### src/rtl/crypto_csr_ctrl.sv
// rtl/crypto_csr_ctrl.sv - crypto coprocessor CSR block and engine sequencer
module crypto_csr_ctrl #(
    parameter int unsigned TIMEOUT_CYCLES = 1024
) (
    input  logic        s_axi_aclk,
    input  logic        s_axi_aresetn,
    input  logic        write,
    input  logic [4:0]  write_addrs,
    input  logic [31:0] write_data,
    input  logic [3:0]  write_strobe,
    output logic        write_error,
    output logic        write_done,
    input  logic        read,
    input  logic [4:0]  read_addrs,
    output logic [31:0] read_data,
    output logic        read_error,
    output logic        read_done,
    output logic        eng_start,
    output logic        eng_abort,
    output logic [63:0] eng_din,
    input  logic        eng_done,
    input  logic [63:0] eng_dout,
    output logic        irq
);
    localparam logic [1:0]  ST_IDLE  = 2'd0;
    localparam logic [1:0]  ST_RUN   = 2'd1;
    localparam logic [1:0]  ST_ABORT = 2'd2;
    localparam logic [15:0] TO_LAST  = 16'(TIMEOUT_CYCLES - 1);

    logic [1:0]  state_q, state_d;
    logic        irq_en_q, irq_en_d;
    logic        done_q, done_d;
    logic        timeout_q, timeout_d;
    logic [31:0] din0_q, din0_d;
    logic [31:0] din1_q, din1_d;
    logic [31:0] dout0_q, dout0_d;
    logic [31:0] dout1_q, dout1_d;
    logic [15:0] cycles_q, cycles_d;

    logic [2:0]  wsel, rsel;
    logic        busy, wr_err, wr_ok, start_acc;

    assign wsel = write_addrs[4:2];
    assign rsel = read_addrs[4:2];
    assign busy = (state_q != ST_IDLE);

    // Write decode: read-only targets always reject; engine inputs are frozen while busy
    always_comb begin
        wr_err = 1'b0;
        case (wsel)
            3'd0:    wr_err = busy & write_strobe[0] & write_data[0];
            3'd2,
            3'd3:    wr_err = busy;
            3'd4,
            3'd5,
            3'd6,
            3'd7:    wr_err = 1'b1;
            default: wr_err = 1'b0;
        endcase
    end

    assign wr_ok       = write & ~wr_err;
    assign start_acc   = wr_ok & (wsel == 3'd0) & write_strobe[0] & write_data[0];
    assign write_done  = write;
    assign write_error = write & wr_err;

    // Sequencer state register
    always_ff @(posedge s_axi_aclk or negedge s_axi_aresetn) begin
        if (!s_axi_aresetn) state_q <= ST_IDLE;
        else                state_q <= state_d;
    end

    // Sequencer next state: completion beats timeout on the same cycle
    always_comb begin
        state_d = state_q;
        case (state_q)
            ST_IDLE:  if (start_acc) state_d = ST_RUN;
            ST_RUN: begin
                if (eng_done)                 state_d = ST_IDLE;
                else if (cycles_q == TO_LAST) state_d = ST_ABORT;
            end
            ST_ABORT: state_d = ST_IDLE;
            default:  state_d = ST_IDLE;
        endcase
    end

    // Sequencer outputs: the first RUN cycle is the only one with a zero count
    always_comb begin
        eng_start = (state_q == ST_RUN) && (cycles_q == 16'd0);
        eng_abort = (state_q == ST_ABORT);
    end

    // Register next values; hardware sets of DONE are applied last so they beat W1C
    always_comb begin
        irq_en_d  = irq_en_q;
        done_d    = done_q;
        timeout_d = timeout_q;
        din0_d    = din0_q;
        din1_d    = din1_q;
        dout0_d   = dout0_q;
        dout1_d   = dout1_q;
        cycles_d  = cycles_q;
        if (wr_ok && wsel == 3'd0 && write_strobe[0]) irq_en_d = write_data[1];
        if (wr_ok && wsel == 3'd1 && write_strobe[0]) begin
            if (write_data[1]) done_d    = 1'b0;
            if (write_data[2]) timeout_d = 1'b0;
        end
        for (int b = 0; b < 4; b++) begin
            if (wr_ok && wsel == 3'd2 && write_strobe[b]) din0_d[8*b +: 8] = write_data[8*b +: 8];
            if (wr_ok && wsel == 3'd3 && write_strobe[b]) din1_d[8*b +: 8] = write_data[8*b +: 8];
        end
        if (start_acc) begin
            cycles_d  = 16'd0;
            done_d    = 1'b0;
            timeout_d = 1'b0;
        end
        if (state_q == ST_RUN && cycles_q != 16'hFFFF) cycles_d = cycles_q + 16'd1;
        if (state_q == ST_RUN && eng_done) begin
            dout0_d = eng_dout[31:0];
            dout1_d = eng_dout[63:32];
            done_d  = 1'b1;
        end
        if (state_q == ST_ABORT) begin
            done_d    = 1'b1;
            timeout_d = 1'b1;
        end
    end

    // Register file storage
    always_ff @(posedge s_axi_aclk or negedge s_axi_aresetn) begin
        if (!s_axi_aresetn) begin
            irq_en_q  <= 1'b0;
            done_q    <= 1'b0;
            timeout_q <= 1'b0;
            din0_q    <= 32'd0;
            din1_q    <= 32'd0;
            dout0_q   <= 32'd0;
            dout1_q   <= 32'd0;
            cycles_q  <= 16'd0;
        end else begin
            irq_en_q  <= irq_en_d;
            done_q    <= done_d;
            timeout_q <= timeout_d;
            din0_q    <= din0_d;
            din1_q    <= din1_d;
            dout0_q   <= dout0_d;
            dout1_q   <= dout1_d;
            cycles_q  <= cycles_d;
        end
    end

    // Read mux, zero when no read is presented
    always_comb begin
        read_data  = 32'd0;
        read_error = 1'b0;
        if (read) begin
            case (rsel)
                3'd0:    read_data = {30'd0, irq_en_q, 1'b0};
                3'd1:    read_data = {29'd0, timeout_q, done_q, busy};
                3'd2:    read_data = din0_q;
                3'd3:    read_data = din1_q;
                3'd4:    read_data = dout0_q;
                3'd5:    read_data = dout1_q;
                3'd6:    read_data = {16'd0, cycles_q};
                default: read_error = 1'b1;
            endcase
        end
    end

    assign read_done = read;
    assign eng_din   = {din1_q, din0_q};
    assign irq       = irq_en_q & done_q;
endmodule

### config.mk
export PLATFORM = sky130hd
export DESIGN_NAME = crypto_csr_ctrl
export DESIGN_NICKNAME = d
export VERILOG_FILES = /design/src/rtl/crypto_csr_ctrl.sv
export SDC_FILE = /design/constraint.sdc
export NUM_CORES = 1
export LEC_CHECK = 0
export ABC_AREA = 1
export CAP_MARGIN = 20
export CORE_UTILIZATION = 43
export CTS_CLUSTER_SIZE = 28
export DETAILED_ROUTE_END_ITERATION = 7
export GPL_TIMING_DRIVEN = 1
export PLACE_DENSITY_LB_ADDON = 0.2
export SYNTH_ARGS = -nofsm -noshare
export SYNTH_HDL_FRONTEND = slang
export SYNTH_SLANG_ARGS = --single-unit
### constraint.sdc
create_clock -name s_axi_aclk -period 1.6 [get_ports s_axi_aclk]
set_input_delay 0.32 -clock s_axi_aclk [delete_from_list [all_inputs] [get_ports s_axi_aclk]]
set_output_delay 0.32 -clock s_axi_aclk [all_outputs]
set_load 0.02 [all_outputs]
==> results of run 1 <==
cells by family after synthesis:
group	after synthesis
AOI/OAI and AO/OA	167
adders and majority gates	2
xor gates and xnor gates	1
muxes	35
DFF	149
and+or+nand+nor	351
buffers and inverters	165
placed cells by master (no fill, tap or decap), drive strengths merged:
cell type	n
a21oi	44
a31oi	3
a41oi	16
buf	258
clkbuf	62
clkdlybuf4s15	16
clkdlybuf4s50	106
clkinv	6
clkinvlp	2
dfrtp	149
dlygate4sd2	11
dlygate4sd3	1
ha	2
inv	124
mux2	35
nand2	164
nand3	67
nand4	39
nor2	67
nor3	11
nor4	2
o21ai	75
o22ai	29
or2	1
xor2	1
state kept, by name, summed over array words and instances, names as in the netlist:
register,count
cycles_q,16
din0_q,32
din1_q,32
done_q,1
dout0_q,32
dout1_q,32
irq_en_q,1
state_q,2
timeout_q,1
per-layer routing:
layer | vias to the layer above | global-route usage [%] | share of wire [%]
li1 | 3760 | - | -
met1 | 4044 | 39.41 | 40
met2 | 393 | 47.73 | 49
met3 | 101 | 5.518 | 6.0
met4 | 0 | 11.42 | 4.6
met5 | - | 0 | 0
worst paths after layout:
kind,from,end,cells past startpoint
max in group asynchronous,s_axi_aresetn,state_q[1]$_DFFE_PN0P_,3
min in group s_axi_aclk,write_data[9],din1_q[9]$_DFFE_PN0P_,3
worst min register to register,dout1_q[16]$_DFFE_PN0P_,dout1_q[16]$_DFFE_PN0P_,1
worst max-delay path,cycles_q[0]$_DFFE_PN0P_,eng_start,5
worst max register to register,state_q[1]$_DFFE_PN0P_,din1_q[31]$_DFFE_PN0P_,10
worst min-delay path,s_axi_aresetn,din0_q[27]$_DFFE_PN0P_,2
cell type report:
cell class | count | share of cell area [%]
well taps | 225 | 2.047
inverters | 117 | 3.411
repair buffers | 437 | 30.50
clock inverters | 15 | 1.010
multi-input cells | 556 | 32.82
flip-flops and latches | 149 | 27.12
clock buffers | 17 | 3.093
where the power goes:
| part | total [mW] | switching, mW | internal [mW] |
|---|---|---|---|
| combinational | 5.76 | 3.02 | 2.74 |
| clock | 3.89 | 1.84 | 2.05 |
| sequential | 5.00 | 0.499 | 4.50 |
| total | 14.6 | 5.36 | 9.29 |
timing repair:
action,in CTS,in global routing
setup buffers,18,15
pin swaps,74,58
cloned,1,7
hold buffers,1,0
endpoints found under the hold margin,39,0
endpoints found under the setup margin,121,167
resized for setup,465,274
critical path, cell delays in order (launching register included):
cell and delay [ns]:
dfrtp_1 0.40, inv_2 0.10, ha_4 0.14, nand3_2 0.08, nor4_4 0.37, buf_4 0.21
==> flow_summary.toml, run 1 <==
[floorplan]
fp.dieH_um = 134.5
core_area_um2 = 17240
die_area_um2 = 18100
initial_utilization_pct = 43.82
fp.dieW_um = 134.5
io_pins = 218
num_rows = 48

[run_status]
violations = "negative setup slack"
status = "complete, but fails checks"

[synthesis]
yosys_warnings = 0
synthAdderAreaFrac_pct = 0.3313
synthXorXnorAreaFrac_pct = 0.1160
ys.flop_type = "dfrtp_1"
yosysUniqueCellTypes = 33
async_flop_share_pct = 100.0
synthTopCellsByArea = "dfrtp_1 (49%), nand2_1 (7.8%), inv_1 (5.7%)"
netlist_instances = 870
ys_top_cells_by_count = "nand2_1 (156), dfrtp_1 (149), inv_1 (115), nand3_1 (66), nor2_1 (65)"
synth_compound_area_share_pct = 14.43
yosysMostFrequentCell = "nand2_1"
yosys.area_share.simple_pct = 21.02
syn_area_um2 = 7553
synth_top_family_by_area = "simple AND/OR/NAND/NOR gates"
ys_seq_elements = 149
yosys.area.top_type = "dfrtp_1"
synth_seq_area_share_pct = 49.36
yosysTopAreaCellShare_pct = 49.36
syn_nets = 987
syn_avg_cell_area_um2 = 8.682
synth_mux_area_share_pct = 5.218
synth-edff-count = 0

[global_route]
grt_pass1_vias = 7782
overflow = 0
grt_max_degree = 49
antenna_found_initial = 0
grt_use_total_pct = 29.52
grt_pass1_wl_um = 40670

[finish]
multiInputGateArea_um2 = 4514
final_util_pct = 79.80
seq_area_um2 = 3730
antenna_cells = 0
final_nets = 1395
final_cells = 1516
stdcell_area_um2 = 13750
syn2layout_area_growth_pct = 82.09
n_fill_cell = 1062
layout-drive-gt1-share_pct = 50.27

[timing]
fin_setup_tns_ns = -11.39
rsz0062_at_grt = "yes"
fin_crit_ns = 2.051
whs_ns = 0.3987
fin_ws_ns = -0.4514
finalCritPeriodShare_pct = 128.2
hold_viol_final = 0
clock_skew_ns = 0.007219
worst_pin_slew_ns = 0.4999
max_freq_ghz = 0.4875
slew_headroom_pct = 66.68
setup_violations = 100
maxSlewViolCount = 0

[placement]
dpl.hpwl_um = 18410
gp_congestion = 0.8610
place_inst = 1449
post-place-ws_ns = -1.121
port_buffers = 213
postPlaceCellArea_um2 = 11630

[worst_setup_path]
cp-end-kind = "primary output"
r2r_setup_slack_ns = -0.17
worstPathMaxFanout = 2
cp.required_ns = 1.28
critPathKind = "register to primary output"
cp-start-kind = "register"
cp.arrival_ns = 1.73

[route]
drt_iter0_markers = 632
vias = 8298
routedWlPerCell_um = 19.53
vias_per_cell = 5.474
drt-total-wl_um = 29600
ant_nets = 0
drc = 0
dr.pass1.iters = 8

[pwr]
power_leakage_nw = 6.360
power_density_nw_per_um2 = 1065
power.total_mw = 14.65
irDropWorstVdd_uv = 907.1

[cts]
h-tree-depth = 4
cts_buffers = 17
clkTransAtPathRegs_ns = 0.07
cts_sinks = 149
clk-insertion-delay-late_ns = 0.44
clock_path_buffers = 2
cts-root-buf = "clkbuf_16"
cts_tree = "built"

[hold_path]
hold_path.class = "primary input to asynchronous set/reset pin"

[job]
drv_cap = 0
No activity file was read; power rests on OpenSTA's default activity.
==> run 2, diff against run 1 <==
--- a/config.mk
+++ b/config.mk
@@ -11,7 +11,8 @@
 export CTS_CLUSTER_SIZE = 28
 export DETAILED_ROUTE_END_ITERATION = 7
 export GPL_TIMING_DRIVEN = 1
-export PLACE_DENSITY_LB_ADDON = 0.2
+export PLACE_DENSITY = 0.73
+export SLEW_MARGIN = 20
 export SYNTH_ARGS = -nofsm -noshare
 export SYNTH_HDL_FRONTEND = slang
 export SYNTH_SLANG_ARGS = --single-unit
==> flow_summary.toml, run 2 (same netlist as run 1, synthesis figures left out) <==
[global_route]
grt_pass1_wl_um = 47000
overflow = 0
grt_pass1_vias = 8673
grt_use_total_pct = 34.09
antenna_found_initial = 0
grt_max_degree = 59

[cts]
cts_tree = "built"
clock_path_buffers = 2
cts_sinks = 149
clk-insertion-delay-late_ns = 0.44
clkTransAtPathRegs_ns = 0.07
h-tree-depth = 4
cts-root-buf = "clkbuf_16"
cts_buffers = 17

[route]
routedWlPerCell_um = 22.66
dr.pass1.iters = 5
vias = 8680
wl_met2_um = 16190
wl_met3_um = 2759
drc = 0
drt_iter0_markers = 905
highest_layer = "met4"
vias_per_cell = 5.783
drt-met1-wl_um = 13160
ant_nets = 0
drt-total-wl_um = 34010

[hold_path]
hold_path.class = "primary input to asynchronous set/reset pin"

[pwr]
p_comb_share_pct = 39.3
power_density_nw_per_um2 = 1092
seq_power_share_pct = 33.9
power_leakage_nw = 6.357
intPower_mw = 9.361
power.switching_mw = 5.511
irDropWorstVdd_uv = 880.7
power.total_mw = 14.87
clockPowerShare_pct = 26.8
switching_share_pct = 37.06

[finish]
final_util_pct = 78.98
final_cells = 1501
syn2layout_area_growth_pct = 80.22
layout-drive-gt1-share_pct = 48.98
layout_commonest_cell = "buf_4"
final_nets = 1380
antenna_cells = 0
final_cell_mix = "buf_4 (161), dfrtp_1 (147), clkdlybuf4s50_1 (106), inv_1 (92), nand2_1 (79)"

[placement]
place_inst = 1428
gp_congestion = 0.9163
port_buffers = 213
dpl.hpwl_um = 18240
post-place-ws_ns = -1.084

[timing]
setup_violations = 108
slew_headroom_pct = 62.94
rsz0062_at_grt = "yes"
maxSlewViolCount = 0
max_freq_ghz = 0.4816
fin_crit_ns = 2.077
fin_ws_ns = -0.4765
clock_skew_ns = 0.01240
finalCritPeriodShare_pct = 129.8
hold_viol_final = 0
worst_pin_slew_ns = 0.5558

[worst_setup_path]
worstPathMaxFanout = 2
cp-start-kind = "register"
rr_startpoint = "state_q[1]$_DFFE_PN0P_"
critPathKind = "register to primary output"
cp.arrival_ns = 1.76
cp-end-kind = "primary output"
cp.required_ns = 1.28
crit_chain = "inv_1, ha_2, nand3_2, nor4_4, buf_4"
reg2regPathDepth = 10
r2r_setup_slack_ns = -0.45
r2r_end = "din0_q[31]$_DFFE_PN0P_"
max_stage_delay_ns = 0.39
cp_slowest_cell = "dfrtp_1"

[run_status]
violations = "negative setup slack"
status = "complete, but fails checks"

[floorplan]
io_pins = 218
initial_utilization_pct = 43.82
core_area_um2 = 17240
fp.dieW_um = 134.5
fp.dieH_um = 134.5
num_rows = 48
die_area_um2 = 18100

[job]
drv_cap = 0
## run 2: cell types whose count changed in the layout (fill, tap and decap cells not counted), sizes merged
cell	before	now
inv	124	120
dlygate4sd2	11	10
clkdlybuf4s15	16	9
clkinvlp	2	5
buf	258	251
bufinv	0	1
## run 2: cell type report
type	instances	area, um2
multi-input cells	556	4403
repair buffers	422	4141
flip-flops and latches	149	3731
fillers	977	3623
inverters	117	485.5
clock buffers	17	425.4
well taps	225	281.5
clock inverters	15	145.1
## run 2: critical path, delay by kind of cell, from the launching register on
kind | cells | cell delay (ns)
simple gates | 2 | 0.46
buf+inv | 2 | 0.29
flops | 1 | 0.39
fa+ha+maj | 1 | 0.18
## run 2: timing repair
action | CTS | global route
resized for setup | 570 | 176
pin swaps | 59 | 55
endpoints found under the hold margin | 13 | 0
endpoints found under the setup margin | 185 | 167
buffers inserted | 19 | 14
gates cloned | 13 | 2
hold buffers | 1 | 0
## run 2: how the worst max path moves through the flow
stage / startpoint / endpoint / slack (ns) / cells after the start
5_1_grt: cycles_q[0]$_DFFE_PN0P_ / eng_start / -0.55 / 5
3_5_place_dp: read_addrs[2] / read_data[1] / -1.08 / 8
2_1_floorplan: read_addrs[4] / read_error / -0.18 / 4
3_3_place_gp: read_addrs[3] / read_data[0] / -1.04 / 8
6_report: cycles_q[0]$_DFFE_PN0P_ / eng_start / -0.48 / 5
4_1_cts: cycles_q[0]$_DFFE_PN0P_ / eng_start / -0.42 / 5
## run 2: through the flow
stage / instance area (um2) / hold WS, ns / setup TNS, ns
after floorplan: 7834 / 0.02441 / -0.4112
after global placement: 11510 / 0.1597 / -60.68
after detailed placement: 11510 / 0.1586 / -63.55
after CTS: 13270 / 0.2719 / -12.35
after global routing: 13610 / 0.2732 / -20.72
final: 13610 / 0.2674 / -14.09
## run 2: power by group through the flow
stage / combinational [mW] / clock, mW / sequential, mW
final: 5.84 / 3.99 / 5.04
after detailed placement: 4.68 / 0 / 4.96
after CTS: 5.23 / 3.92 / 4.95
after floorplan: 1.54 / 0 / 5.38
after global placement: 4.61 / 0 / 4.94
after global routing: 6.15 / 4.18 / 5.10
## run 2: per-layer routing
| layer | global-route usage, % | vias up |
|---|---|---|
| li1 | - | 3724 |
| met1 | 42.21 | 4173 |
| met2 | 55.33 | 611 |
| met3 | 7.733 | 172 |
| met4 | 18.91 | 0 |
| met5 | 0 | - |
==> run 3, diff against run 2 <==
--- a/config.mk
+++ b/config.mk
@@ -7,11 +7,10 @@
 export LEC_CHECK = 0
 export ABC_AREA = 1
 export CAP_MARGIN = 20
-export CORE_UTILIZATION = 43
+export CORE_UTILIZATION = 35
 export CTS_CLUSTER_SIZE = 28
 export DETAILED_ROUTE_END_ITERATION = 7
 export GPL_TIMING_DRIVEN = 1
-export PLACE_DENSITY = 0.73
 export SLEW_MARGIN = 20
 export SYNTH_ARGS = -nofsm -noshare
 export SYNTH_HDL_FRONTEND = slang
==> flow_summary.toml, run 3 (same netlist as run 1, synthesis figures left out) <==
[floorplan]
fp.dieW_um = 148.9
fp.dieH_um = 148.9
initial_utilization_pct = 35.82
io_pins = 218
num_rows = 53
core_area_um2 = 21090
die_area_um2 = 22170

[timing]
fin_setup_tns_ns = -8.359
max_freq_ghz = 0.5024
fin_crit_ns = 1.990
whs_ns = 0.3896
slew_headroom_pct = 69.06
clock_skew_ns = 0.01717
setup_violations = 65
fin_ws_ns = -0.3905
maxSlewViolCount = 0
rsz0062_at_grt = "yes"
finalCritPeriodShare_pct = 124.4
hold_viol_final = 0
worst_pin_slew_ns = 0.4642

[worst_setup_path]
reg2regPathDepth = 11
cp-end-kind = "primary output"
cp.required_ns = 1.28
worstPathMaxFanout = 2
cp.arrival_ns = 1.67
critPathKind = "register to primary output"
cp-start-kind = "register"

[cts]
cts_sinks = 149
cts_buffers = 17
clk-insertion-delay-late_ns = 0.43
h-tree-depth = 4
cts_tree = "built"
cts-root-buf = "clkbuf_16"
clock_path_buffers = 2
clkTransAtPathRegs_ns = 0.07

[pwr]
power.total_mw = 14.76
power_leakage_nw = 6.451
power_density_nw_per_um2 = 1075
irDropWorstVdd_uv = 685.7

[route]
drt_iter0_markers = 506
drt-total-wl_um = 28450
dr.pass1.iters = 5
drc = 0
routedWlPerCell_um = 18.20
ant_nets = 0
vias_per_cell = 5.026
vias = 7856

[global_route]
gr-usage-met1_pct = 34.43
grt_pass1_vias = 7981
grt_use_met2_pct = 42.09
grt_use_total_pct = 25.71
met3_usage_pct = 4.465
antenna_found_initial = 0
grt_max_degree = 42
overflow = 0
grt_pass1_wl_um = 43610
grt_busiest_layer = "met2"

[finish]
final_nets = 1392
layout-drive-gt1-share_pct = 47.83
layout_commonest_cell = "buf_4"
stdcell_area_um2 = 13720
syn2layout_area_growth_pct = 81.66
antenna_cells = 0
final_cell_mix = "buf_4 (169), dfrtp_1 (149), clkdlybuf4s50_1 (106), nand2_1 (92), inv_1 (91)"

[job]
drv_cap = 0

[hold_path]
hold_path.class = "primary input to asynchronous set/reset pin"

[placement]
postPlaceCellArea_um2 = 11640
gp_congestion = 0.8555
port_buffers = 213
post-place-ws_ns = -1.181
dpl.hpwl_um = 19210

[run_status]
status = "complete, but fails checks"
violations = "negative setup slack"
run 3: changes by cell type in the layout (fill, tap and decap cells not counted), moves of 5 or more:
| cell | before | now |
|---|---|---|
| nand2_4 | 55 | 42 |
| clkbuf_2 | 43 | 34 |
| o21ai_2 | 53 | 45 |
| buf_4 | 161 | 169 |
| nor2_2 | 10 | 15 |
| clkdlybuf4s15_1 | 6 | 15 |
| nand2_1 | 79 | 92 |
run 3: path summary, 6_finish.rpt:
path,slack (ns),start,to
max in group asynchronous,0.61,s_axi_aresetn,dout1_q[31]$_DFFE_PN0P_
min reg2reg,0.51,dout0_q[25]$_DFFE_PN0P_,dout0_q[25]$_DFFE_PN0P_
min in group s_axi_aclk,0.45,write_data[15],din1_q[15]$_DFFE_PN0P_
min,0.39,s_axi_aresetn,din0_q[14]$_DFFE_PN0P_
max,-0.39,cycles_q[1]$_DFFE_PN0P_,eng_start
max reg2reg,-0.14,state_q[1]$_DFFE_PN0P_,din1_q[2]$_DFFE_PN0P_
run 3: metal layers:
layer / part of all wire [%] / routed length (um)
met1: 43 / 12200
met2: 50 / 14300
met3: 4.5 / 1278
met4: 2.4 / 669
met5: 0 / 0
run 3: timing repair:
item / 4_1_cts / 5_1_grt
pin swaps: 81 / 55
hold buffers: 1 / 0
gates resized for setup: 527 / 164
setup endpoints to repair: 186 / 168
hold endpoints to repair: 35 / 0
cloned: 9 / 3
setup buffers: 30 / 14
run 3: cell type report:
class                           instances  area, um2
Inverter                              117      480.5
Sequential cell                       149       3729
Clock buffer                           19      452.9
Multi-Input combinational cell        556       4297
Timing Repair Buffer                  434       4257
Fill cell                            1768       7366
Clock inverter                         13      162.7
Tap cell                              275      344.1
run 3: power by group:
group | switching (mW) | internal (mW) | leakage [nW]
logic | 2.84 | 2.71 | 4.33
registers | 0.479 | 4.50 | 1.83
clock network | 1.79 | 2.43 | 0.292
run 3: critical path, cell delays in order (launching register included):
cell     delay, ns
dfrtp_1       0.40
inv_2         0.08
ha_2          0.17
nand3_2       0.09
nor4_4        0.32
buf_4         0.19
run 3: through the flow:
step | cells | utilization (%)
final | 1563 | 65.07
after global routing | 1563 | 65.07
after CTS | 1552 | 63.65
after detailed placement | 1487 | 55.19
after global placement | 1487 | 55.19
after floorplan | 870 | -
